`src/rtl/fpu_md_seq.sv`:
```
// fpu_md_seq: request sequencer for a float32 multiply/divide pair.
// Buffers requests in a FIFO and issues one operation at a time to the
// selected engine. It waits for that engine's completion or a timeout, then
// holds the response until the consumer takes it.
//
// Ports:
//   clk_i, rst_ni                 clock, async active-low reset
//   in_valid_i / in_ready_o       request handshake
//   in_op_i, in_frm_i, in_a_i,
//   in_b_i, in_tag_i              request payload (op 0 = mul, 1 = div)
//   flush_i                       synchronous abort of queued and in-flight work
//   eng_a_o, eng_b_o, eng_frm_o   registered operands shared by both engines
//   mul_start_o, div_start_o      single-cycle engine start pulses
//   mul_*_i, div_*_i              engine completion, result, inexact flag
//   out_valid_o / out_ready_i     response handshake
//   out_result_o, out_nx_o,
//   out_err_o, out_tag_o, out_op_o response payload
//   occupancy_o                   queued entries, excluding the in-flight one
module fpu_md_seq #(
    parameter int unsigned DEPTH   = 4,
    parameter int unsigned TAGW    = 4,
    parameter int unsigned TIMEOUT = 64
) (
    input  logic                     clk_i,
    input  logic                     rst_ni,
    input  logic                     in_valid_i,
    output logic                     in_ready_o,
    input  logic                     in_op_i,
    input  logic [2:0]               in_frm_i,
    input  logic [31:0]              in_a_i,
    input  logic [31:0]              in_b_i,
    input  logic [TAGW-1:0]          in_tag_i,
    input  logic                     flush_i,
    output logic [31:0]              eng_a_o,
    output logic [31:0]              eng_b_o,
    output logic [2:0]               eng_frm_o,
    output logic                     mul_start_o,
    output logic                     div_start_o,
    input  logic                     mul_done_i,
    input  logic [31:0]              mul_result_i,
    input  logic                     mul_nx_i,
    input  logic                     div_done_i,
    input  logic [31:0]              div_result_i,
    input  logic                     div_nx_i,
    output logic                     out_valid_o,
    input  logic                     out_ready_i,
    output logic [31:0]              out_result_o,
    output logic                     out_nx_o,
    output logic                     out_err_o,
    output logic [TAGW-1:0]          out_tag_o,
    output logic                     out_op_o,
    output logic [$clog2(DEPTH):0]   occupancy_o
);

    localparam int unsigned PTRW = $clog2(DEPTH);
    localparam int unsigned CNTW = PTRW + 1;
    localparam int unsigned TOW  = $clog2(TIMEOUT);
    localparam logic [31:0] QNAN = 32'h7FC0_0000;

    typedef struct packed {
        logic            op;
        logic [2:0]      frm;
        logic [31:0]     a;
        logic [31:0]     b;
        logic [TAGW-1:0] tag;
    } req_t;

    typedef enum logic [1:0] {
        S_IDLE  = 2'd0,
        S_ISSUE = 2'd1,
        S_WAIT  = 2'd2,
        S_RESP  = 2'd3
    } state_e;

    state_e          state_q, state_d;
    req_t            mem_q [DEPTH];
    logic [PTRW-1:0] wr_ptr_q, wr_ptr_d;
    logic [PTRW-1:0] rd_ptr_q, rd_ptr_d;
    logic [CNTW-1:0] count_q, count_d;
    logic [TOW-1:0]  tmo_q, tmo_d;
    logic            op_q, op_d;
    logic [TAGW-1:0] tag_q, tag_d;
    logic [31:0]     eng_a_q, eng_a_d;
    logic [31:0]     eng_b_q, eng_b_d;
    logic [2:0]      eng_frm_q, eng_frm_d;
    logic            mul_start_q, mul_start_d;
    logic            div_start_q, div_start_d;
    logic            out_valid_q, out_valid_d;
    logic [31:0]     out_result_q, out_result_d;
    logic            out_nx_q, out_nx_d;
    logic            out_err_q, out_err_d;
    logic [TAGW-1:0] out_tag_q, out_tag_d;
    logic            out_op_q, out_op_d;

    logic            push_c;
    logic            pop_c;
    logic            done_sel_c;
    req_t            head_c;
    req_t            in_req_c;

    // Ready depends only on the registered count, never on a same-cycle pop.
    assign in_ready_o = (count_q != CNTW'(DEPTH));
    assign push_c     = in_valid_i & in_ready_o & ~flush_i;
    assign head_c     = mem_q[rd_ptr_q];
    assign done_sel_c = op_q ? div_done_i : mul_done_i;

    assign in_req_c = '{op: in_op_i, frm: in_frm_i, a: in_a_i, b: in_b_i, tag: in_tag_i};

    // FIFO storage: data only, pointers carry the reset state.
    always_ff @(posedge clk_i) begin
        if (push_c) begin
            mem_q[wr_ptr_q] <= in_req_c;
        end
    end

    // FIFO pointers and occupancy
    always_comb begin
        wr_ptr_d = wr_ptr_q;
        rd_ptr_d = rd_ptr_q;
        count_d  = count_q;
        if (flush_i) begin
            wr_ptr_d = '0;
            rd_ptr_d = '0;
            count_d  = '0;
        end else begin
            if (push_c) wr_ptr_d = wr_ptr_q + PTRW'(1);
            if (pop_c)  rd_ptr_d = rd_ptr_q + PTRW'(1);
            case ({push_c, pop_c})
                2'b10:   count_d = count_q + CNTW'(1);
                2'b01:   count_d = count_q - CNTW'(1);
                default: count_d = count_q;
            endcase
        end
    end

    // Sequencer next-state and registered outputs
    always_comb begin
        state_d      = state_q;
        tmo_d        = tmo_q;
        op_d         = op_q;
        tag_d        = tag_q;
        eng_a_d      = eng_a_q;
        eng_b_d      = eng_b_q;
        eng_frm_d    = eng_frm_q;
        mul_start_d  = 1'b0;
        div_start_d  = 1'b0;
        out_valid_d  = out_valid_q;
        out_result_d = out_result_q;
        out_nx_d     = out_nx_q;
        out_err_d    = out_err_q;
        out_tag_d    = out_tag_q;
        out_op_d     = out_op_q;
        pop_c        = 1'b0;

        case (state_q)
            S_IDLE: begin
                if ((count_q != '0) && !flush_i) begin
                    pop_c       = 1'b1;
                    op_d        = head_c.op;
                    tag_d       = head_c.tag;
                    eng_a_d     = head_c.a;
                    eng_b_d     = head_c.b;
                    eng_frm_d   = head_c.frm;
                    // Pulse registers so the start is high exactly while in ISSUE.
                    mul_start_d = ~head_c.op;
                    div_start_d = head_c.op;
                    state_d     = S_ISSUE;
                end
            end
            S_ISSUE: begin
                tmo_d   = '0;
                state_d = S_WAIT;
            end
            S_WAIT: begin
                out_tag_d = tag_q;
                out_op_d  = op_q;
                // Done is checked before the timeout so a coincident done wins.
                if (done_sel_c) begin
                    out_result_d = op_q ? div_result_i : mul_result_i;
                    out_nx_d     = op_q ? div_nx_i : mul_nx_i;
                    out_err_d    = 1'b0;
                    out_valid_d  = 1'b1;
                    state_d      = S_RESP;
                end else if (tmo_q == TOW'(TIMEOUT - 1)) begin
                    out_result_d = QNAN;
                    out_nx_d     = 1'b0;
                    out_err_d    = 1'b1;
                    out_valid_d  = 1'b1;
                    state_d      = S_RESP;
                end else begin
                    tmo_d = tmo_q + TOW'(1);
                end
            end
            S_RESP: begin
                if (out_ready_i) begin
                    out_valid_d = 1'b0;
                    state_d     = S_IDLE;
                end
            end
            default: state_d = S_IDLE;
        endcase

        if (flush_i) begin
            state_d     = S_IDLE;
            out_valid_d = 1'b0;
            mul_start_d = 1'b0;
            div_start_d = 1'b0;
        end
    end

    always_ff @(posedge clk_i or negedge rst_ni) begin
        if (!rst_ni) begin
            state_q      <= S_IDLE;
            wr_ptr_q     <= '0;
            rd_ptr_q     <= '0;
            count_q      <= '0;
            tmo_q        <= '0;
            op_q         <= 1'b0;
            tag_q        <= '0;
            eng_a_q      <= '0;
            eng_b_q      <= '0;
            eng_frm_q    <= '0;
            mul_start_q  <= 1'b0;
            div_start_q  <= 1'b0;
            out_valid_q  <= 1'b0;
            out_result_q <= '0;
            out_nx_q     <= 1'b0;
            out_err_q    <= 1'b0;
            out_tag_q    <= '0;
            out_op_q     <= 1'b0;
        end else begin
            state_q      <= state_d;
            wr_ptr_q     <= wr_ptr_d;
            rd_ptr_q     <= rd_ptr_d;
            count_q      <= count_d;
            tmo_q        <= tmo_d;
            op_q         <= op_d;
            tag_q        <= tag_d;
            eng_a_q      <= eng_a_d;
            eng_b_q      <= eng_b_d;
            eng_frm_q    <= eng_frm_d;
            mul_start_q  <= mul_start_d;
            div_start_q  <= div_start_d;
            out_valid_q  <= out_valid_d;
            out_result_q <= out_result_d;
            out_nx_q     <= out_nx_d;
            out_err_q    <= out_err_d;
            out_tag_q    <= out_tag_d;
            out_op_q     <= out_op_d;
        end
    end

    // A flush arriving during ISSUE suppresses the already-registered pulse.
    assign mul_start_o  = mul_start_q & ~flush_i;
    assign div_start_o  = div_start_q & ~flush_i;
    assign eng_a_o      = eng_a_q;
    assign eng_b_o      = eng_b_q;
    assign eng_frm_o    = eng_frm_q;
    assign out_valid_o  = out_valid_q;
    assign out_result_o = out_result_q;
    assign out_nx_o     = out_nx_q;
    assign out_err_o    = out_err_q;
    assign out_tag_o    = out_tag_q;
    assign out_op_o     = out_op_q;
    assign occupancy_o  = count_q;

endmodule

```
`config.mk`:
```
export PLATFORM = sky130hd
export DESIGN_NAME = fpu_md_seq
export DESIGN_NICKNAME = d
export VERILOG_FILES = /design/src/rtl/fpu_md_seq.sv
export SDC_FILE = /design/constraint.sdc
export NUM_CORES = 1
export LEC_CHECK = 0
export ABC_CLOCK_PERIOD_IN_PS = 2830
export CORE_MARGIN = 5
export CORE_UTILIZATION = 45
export CTS_CLUSTER_DIAMETER = 120
export DETAILED_ROUTE_END_ITERATION = 6
export GPL_TIMING_DRIVEN = 0
export PLACE_DENSITY = 0.8
export SLEW_MARGIN = 5
export SYNTH_ARGS = -nofsm -noshare
export SYNTH_HDL_FRONTEND = slang
export SYNTH_SLANG_ARGS = --single-unit
```
`constraint.sdc`:
```
create_clock -name clk_i -period 2.83 [get_ports clk_i]
set_input_delay 0.566 -clock clk_i [delete_from_list [all_inputs] [get_ports clk_i]]
set_output_delay 0.566 -clock clk_i [all_outputs]
set_load 0.02 [all_outputs]
```
# [After elaboration in Yosys (flattened, before gate mapping)]
# Memories as Yosys holds them, arrays and structs flattened.
# Index checks and enable logic that the tools add are counted.
[classes] muxes=38 addsub=5 eq_ne=12 bitwise=6 reduce_logical=15
[ops] operator="32-bit two-way mux" count=3
[ops] operator="1-bit two-way mux" count=19
[ops] operator="2-bit two-way mux" count=9
[ops] operator="6-bit two-way mux" count=2
[ops] operator="6-bit one-hot mux with 2 select lines" count=1
[ops] operator="3-bit inequality test, second input constant" count=3
[ops] operator="3-bit AND reduction" count=3
[ops] operator="3-bit nonzero test" count=3
[ops] operator="2-bit one-hot mux with 4 select lines" count=1
[ops] operator="2-bit nonzero test" count=4
[ops] operator="6-bit by 1-bit adder with 6-bit output, second input constant" count=1
[ops] operator="2-bit == test, second input constant" count=3
[ops] operator="6-bit == test, second input constant" count=1
[ops] operator="3-bit one-hot mux with 2 select lines" count=1
[ops] operator="2-bit by 1-bit adder with 2-bit output, second input constant" count=2
[ops] operator="1-bit bitwise AND" count=4
[ops] operator="2-bit by 1-bit == test with 1-bit output, second input constant" count=2
[ops] operator="2-bit inequality test, second input constant" count=2
[ops] operator="4-bit inequality test, second input constant" count=1
[ops] operator="2-bit AND reduction" count=2
[ops] operator="3-bit by 1-bit adder with 3-bit output, second input constant" count=1
[ops] operator="3-bit two-way mux" count=1
[ops] operator="3-bit by 1-bit subtractor with 3-bit output, second input constant" count=1
[ops] operator="2-bit zero test" count=1
[ops] operator="4 further kinds" count=5
[totals] ramBits=288 in_bits=145 regBits=129 out_inout_bits=113 wordCells=95 mem_count=1
[memory_table] name="mem_q" words=4 word_bits=72 rd=1 rd_ports_with_merged_regs=0 wr=1 line_no="76" rtl="req_t mem_q [DEPTH];"

# [Longest topological paths before layout]
[depth] ltp_word=7 mapped_depth=9 ltp_nobuf=7

# [Worst setup path after synthesis]
# OpenSTA, ideal clock, no wires.
[synth_path] path_kind="register -> register" start="register count_q[1] (netlist: occupancy_o[1])" end="memory mem_q[0][0] (netlist name), enable pin" stages_incl_launch_ff=5 synth_period_minus_slack_ns=3.399 setup_ns=0.438 setup_slack_ns=-0.569 t_arrival_ns=2.961 required_time_ns=2.392 n_path_buf=1 path_cell_list="dfrtp_1 > or3b_1 > clkbuf_1 > and3_1 > and2_1"
[synth_between] elab_chain_cells=5
[synth_rtl] element="start: declaration" line_no="79" rtl="logic [CNTW-1:0] count_q, count_d;"
[synth_rtl] element="start signal: assignment" line_no="235" rtl="count_q <= count_d;"
[synth_rtl] element="3-bit inequality test" line_no="102" rtl="assign in_ready_o = (count_q != CNTW'(DEPTH));"
[synth_rtl] element="named net in_ready_o" line_no="27" rtl="output logic in_ready_o,"
[synth_rtl] element="1-bit bitwise AND (2 in series)" line_no="103" rtl="assign push_c = in_valid_i & in_ready_o & ~flush_i;"
[synth_rtl] element="1-bit two-way mux" line_no="111" rtl="if (push_c) begin"
[synth_rtl] element="1-bit two-way mux (not written as such)" line_no="112" rtl="mem_q[wr_ptr_q] <= in_req_c;"
[synth_rtl] element="end: declaration" line_no="76"
# The timed path passes the listed nets, and every way through them passes these cells.

# [Final worst setup path]
[layout_path] start="input flush_i" end="output mul_start_o"
[layout_between] elab_chain_cells=2
[layout_rtl] element="start: declaration" line_no="33" rtl="input logic flush_i,"
[layout_rtl] element="1-bit NOT" line_no="254" rtl="assign mul_start_o = mul_start_q & ~flush_i;"
[layout_rtl] element="1-bit bitwise AND" line_no="254"
[layout_rtl] element="end: declaration" line_no="37" rtl="output logic mul_start_o,"
# No other way between the ends.

==> results.tsv <==
metric	value	unit
status	finished clean	
relSlewSlack	39.8	%
dieWidth	198	um
period_minus_slack	2.60	ns
drc_errors	0	
initial_core_util	45.2	%
fmax	385	MHz
skew	0.0123	ns
layout_commonest_cell	edfxtp_1	
nets	1244	
drtIter0Drc	306	
portBuffers	257	
slew_viol_final	0	
cts_htree_levels	2	
fin_setup_tns	0	ns
synth.distinct_cells	50	
grt_overflow_total	0	
drive_gt1_share	23.1	%
cts_root_buf	clkbuf_16	
max_cap_violations	0	
grt_use_met2	31.1	%
synth_seq_cells	417	
clk_path_buf_depth	3	
r2r-end	occupancy_o[1]$_DFFE_PN0P_	
antenna_found_initial	1	
rsz0062_at_grt	no	
r2r_cells	8	
globalRouteTotalUtil	17.8	%
grt_max_degree	80	
required	2.26	ns
synth.net_count	935	
yosysTopAreaCellShare	54.2	%
use_met3	5.63	%
synth_edf_count	288	
setup_violations	0	
grt_busiest_layer	met2	
netlist_area	0.0160	mm^2
synth_flop_cell	edfxtp_1	
avgSynthCellArea	20.4	um^2
cts_setup_buffers	0	
grtUsageMet1	22.0	%
p_leak	7.30	nW
first_pass_iters	4	
area_growth_syn_to_layout	29.8	%
whs_path_depth	1	
path_max_fanout	10	
synthCells	780	
critPathCaptureType	output port	
crit_start	flush_i	
min-delay-start	out_result_o[31]$_DFFE_PN0P_	
cp.arrival	2.03	ns
hp-class	reg2reg	
cts_sinks	417	
tightestPinTransition	0.903	ns
whs	0.489	ns
antenna_left	0	
cp-start-kind	input pin	
rows	69	
async_reset_ff_share	30.9	%
criticalPathCategory	in2out	
die-area	0.0393	mm^2
layout_common_cells	edfxtp_1, clkdlybuf4s50_1, dfrtp_1	
num_vias	8331	
yosys.area.top_type	edfxtp_1	
cts_made_buffers	44	
grt_pass1_vias	9043	
via_per_inst	5.25	
holdPathEnd	out_result_o[31]$_DFFE_PN0P_	
cts_tree	done	
r2r_slack	0.31	ns
peakVddDrop	816	uV
period_share	91.8	%
globalplace.congestion	0.775	
dieHeight	198	um
drt_wl_total	35000	um
wl_per_cell	22.0	um
clk_latency	0.55	ns
clk_pin_slew	0.06	ns
power_density	980	mW/mm^2
core-area	0.0353	mm^2
dp_hpwl	22800	um
synth_warnings	0	
hold_violations	0	
grt_pass1_wl	52900	um
rr_startpoint	occupancy_o[1]$_DFFE_PN0P_	
synthTopCellsByArea	edfxtp_1, dfrtp_1, mux4_2	
seq_area_frac_synth	74.5	%
num_io_pins	258	
==> cells in the mapped netlist (9+ instances only) <==
cell and instances:
mux2_2 76, nor2_1 10, nand3_1 12, edfxtp_1 288, mux4_2 72, buf_2 9
dfrtp_1 129, mux2i_1 35, clkbuf_1 11, ha_1 9, nand2_1 9, a2bb2oi_1 9
o2bb2ai_1 24
==> critical path, cell delays in order <==
cell	delay (ns)
clkdlybuf4s50_1	0.42
clkbuf_2	0.23
nor2b_1	0.16
clkdlybuf4s50_1	0.65
==> state kept, by name, indices dropped and copies added, names as in the netlist, 2 cells and up <==
name          cells
eng_b_o          32
eng_a_o          32
rd_ptr_q          2
out_tag_o         4
occupancy_o       3
wr_ptr_q          2
mem_q           288
tag_q             4
out_result_o     32
tmo_q             6
state_q           2
eng_frm_o         3
==> cells by family after synthesis <==
group | count (synthesis) | synth area share, %
AO/OA/AOI/OAI | 58 | 2.86
XOR/XNOR | 4 | 0.220
adder cells (fa/ha/maj) | 10 | 0.832
buffers and inverters | 48 | 1.81
flip-flops | 417 | 74.5
multiplexers | 184 | 17.8
AND/OR/NAND/NOR | 59 | 2.01
==> through the flow <==
stage               total power, mW  instance area, um^2  setup WS [ns]  std cells  utilization [%]
CTS                            20.6                20700         0.0220       1586             58.6
global placement               14.6                19100          -4.60       1498             54.1
floorplan                      11.9                16000          0.218        780                -
detailed placement             14.8                19200         -0.231       1503             54.5
finish                         20.3                20700          0.231       1587             58.6
global route                   21.3                20700          0.143       1586             58.6
==> what timing repair did <==
item	in CTS	in global routing
hold buffers	1	0
resized for setup	0	3
hold endpoints to repair	50	0
endpoints found under the setup margin	0	3
==> per-layer routing <==
| metal | vias up | routed length (um) |
|---|---|---|
| li1 | 3742 | - |
| met1 | 4272 | 13800 |
| met2 | 270 | 17800 |
| met3 | 45 | 2860 |
| met4 | 2 | 497 |
| met5 | - | 11 |
==> report_power, final <==
| part | leakage (nW) | internal [mW] | switching [mW] | total (mW) |
|---|---|---|---|---|
| logic | 2.41 | 3.28 | 3.00 | 6.29 |
| registers | 4.18 | 7.69 | 0.610 | 8.30 |
| clock network | 0.711 | 3.41 | 2.29 | 5.70 |
==> layout make-up <==
type | instances | area [um^2]
inverter | 8 | 30.0
clock buffer | 61 | 1230
clock inverter | 21 | 219
buffer | 40 | 260
antenna | 1 | 2.50
tap | 461 | 577
fill | 2604 | 14600
timing repair buffer | 263 | 2720
sequential | 417 | 11900
multi-input combinational | 315 | 3790
==> worst max-delay path by stage <==
stage	end	slack, ns	cells past startpoint
2_1_floorplan	mem_q[0][0]$_DFFE_PP_	0.22	4
5_1_grt	mul_start_o	0.14	4
3_3_place_gp	eng_a_o[31]$_DFFE_PN0P_	-4.60	1
4_1_cts	in_ready_o	0.02	3
6_report	mul_start_o	0.23	4
3_5_place_dp	occupancy_o[1]$_DFFE_PN0P_	-0.23	9
Note: power is estimated with default switching activity, not from simulation.
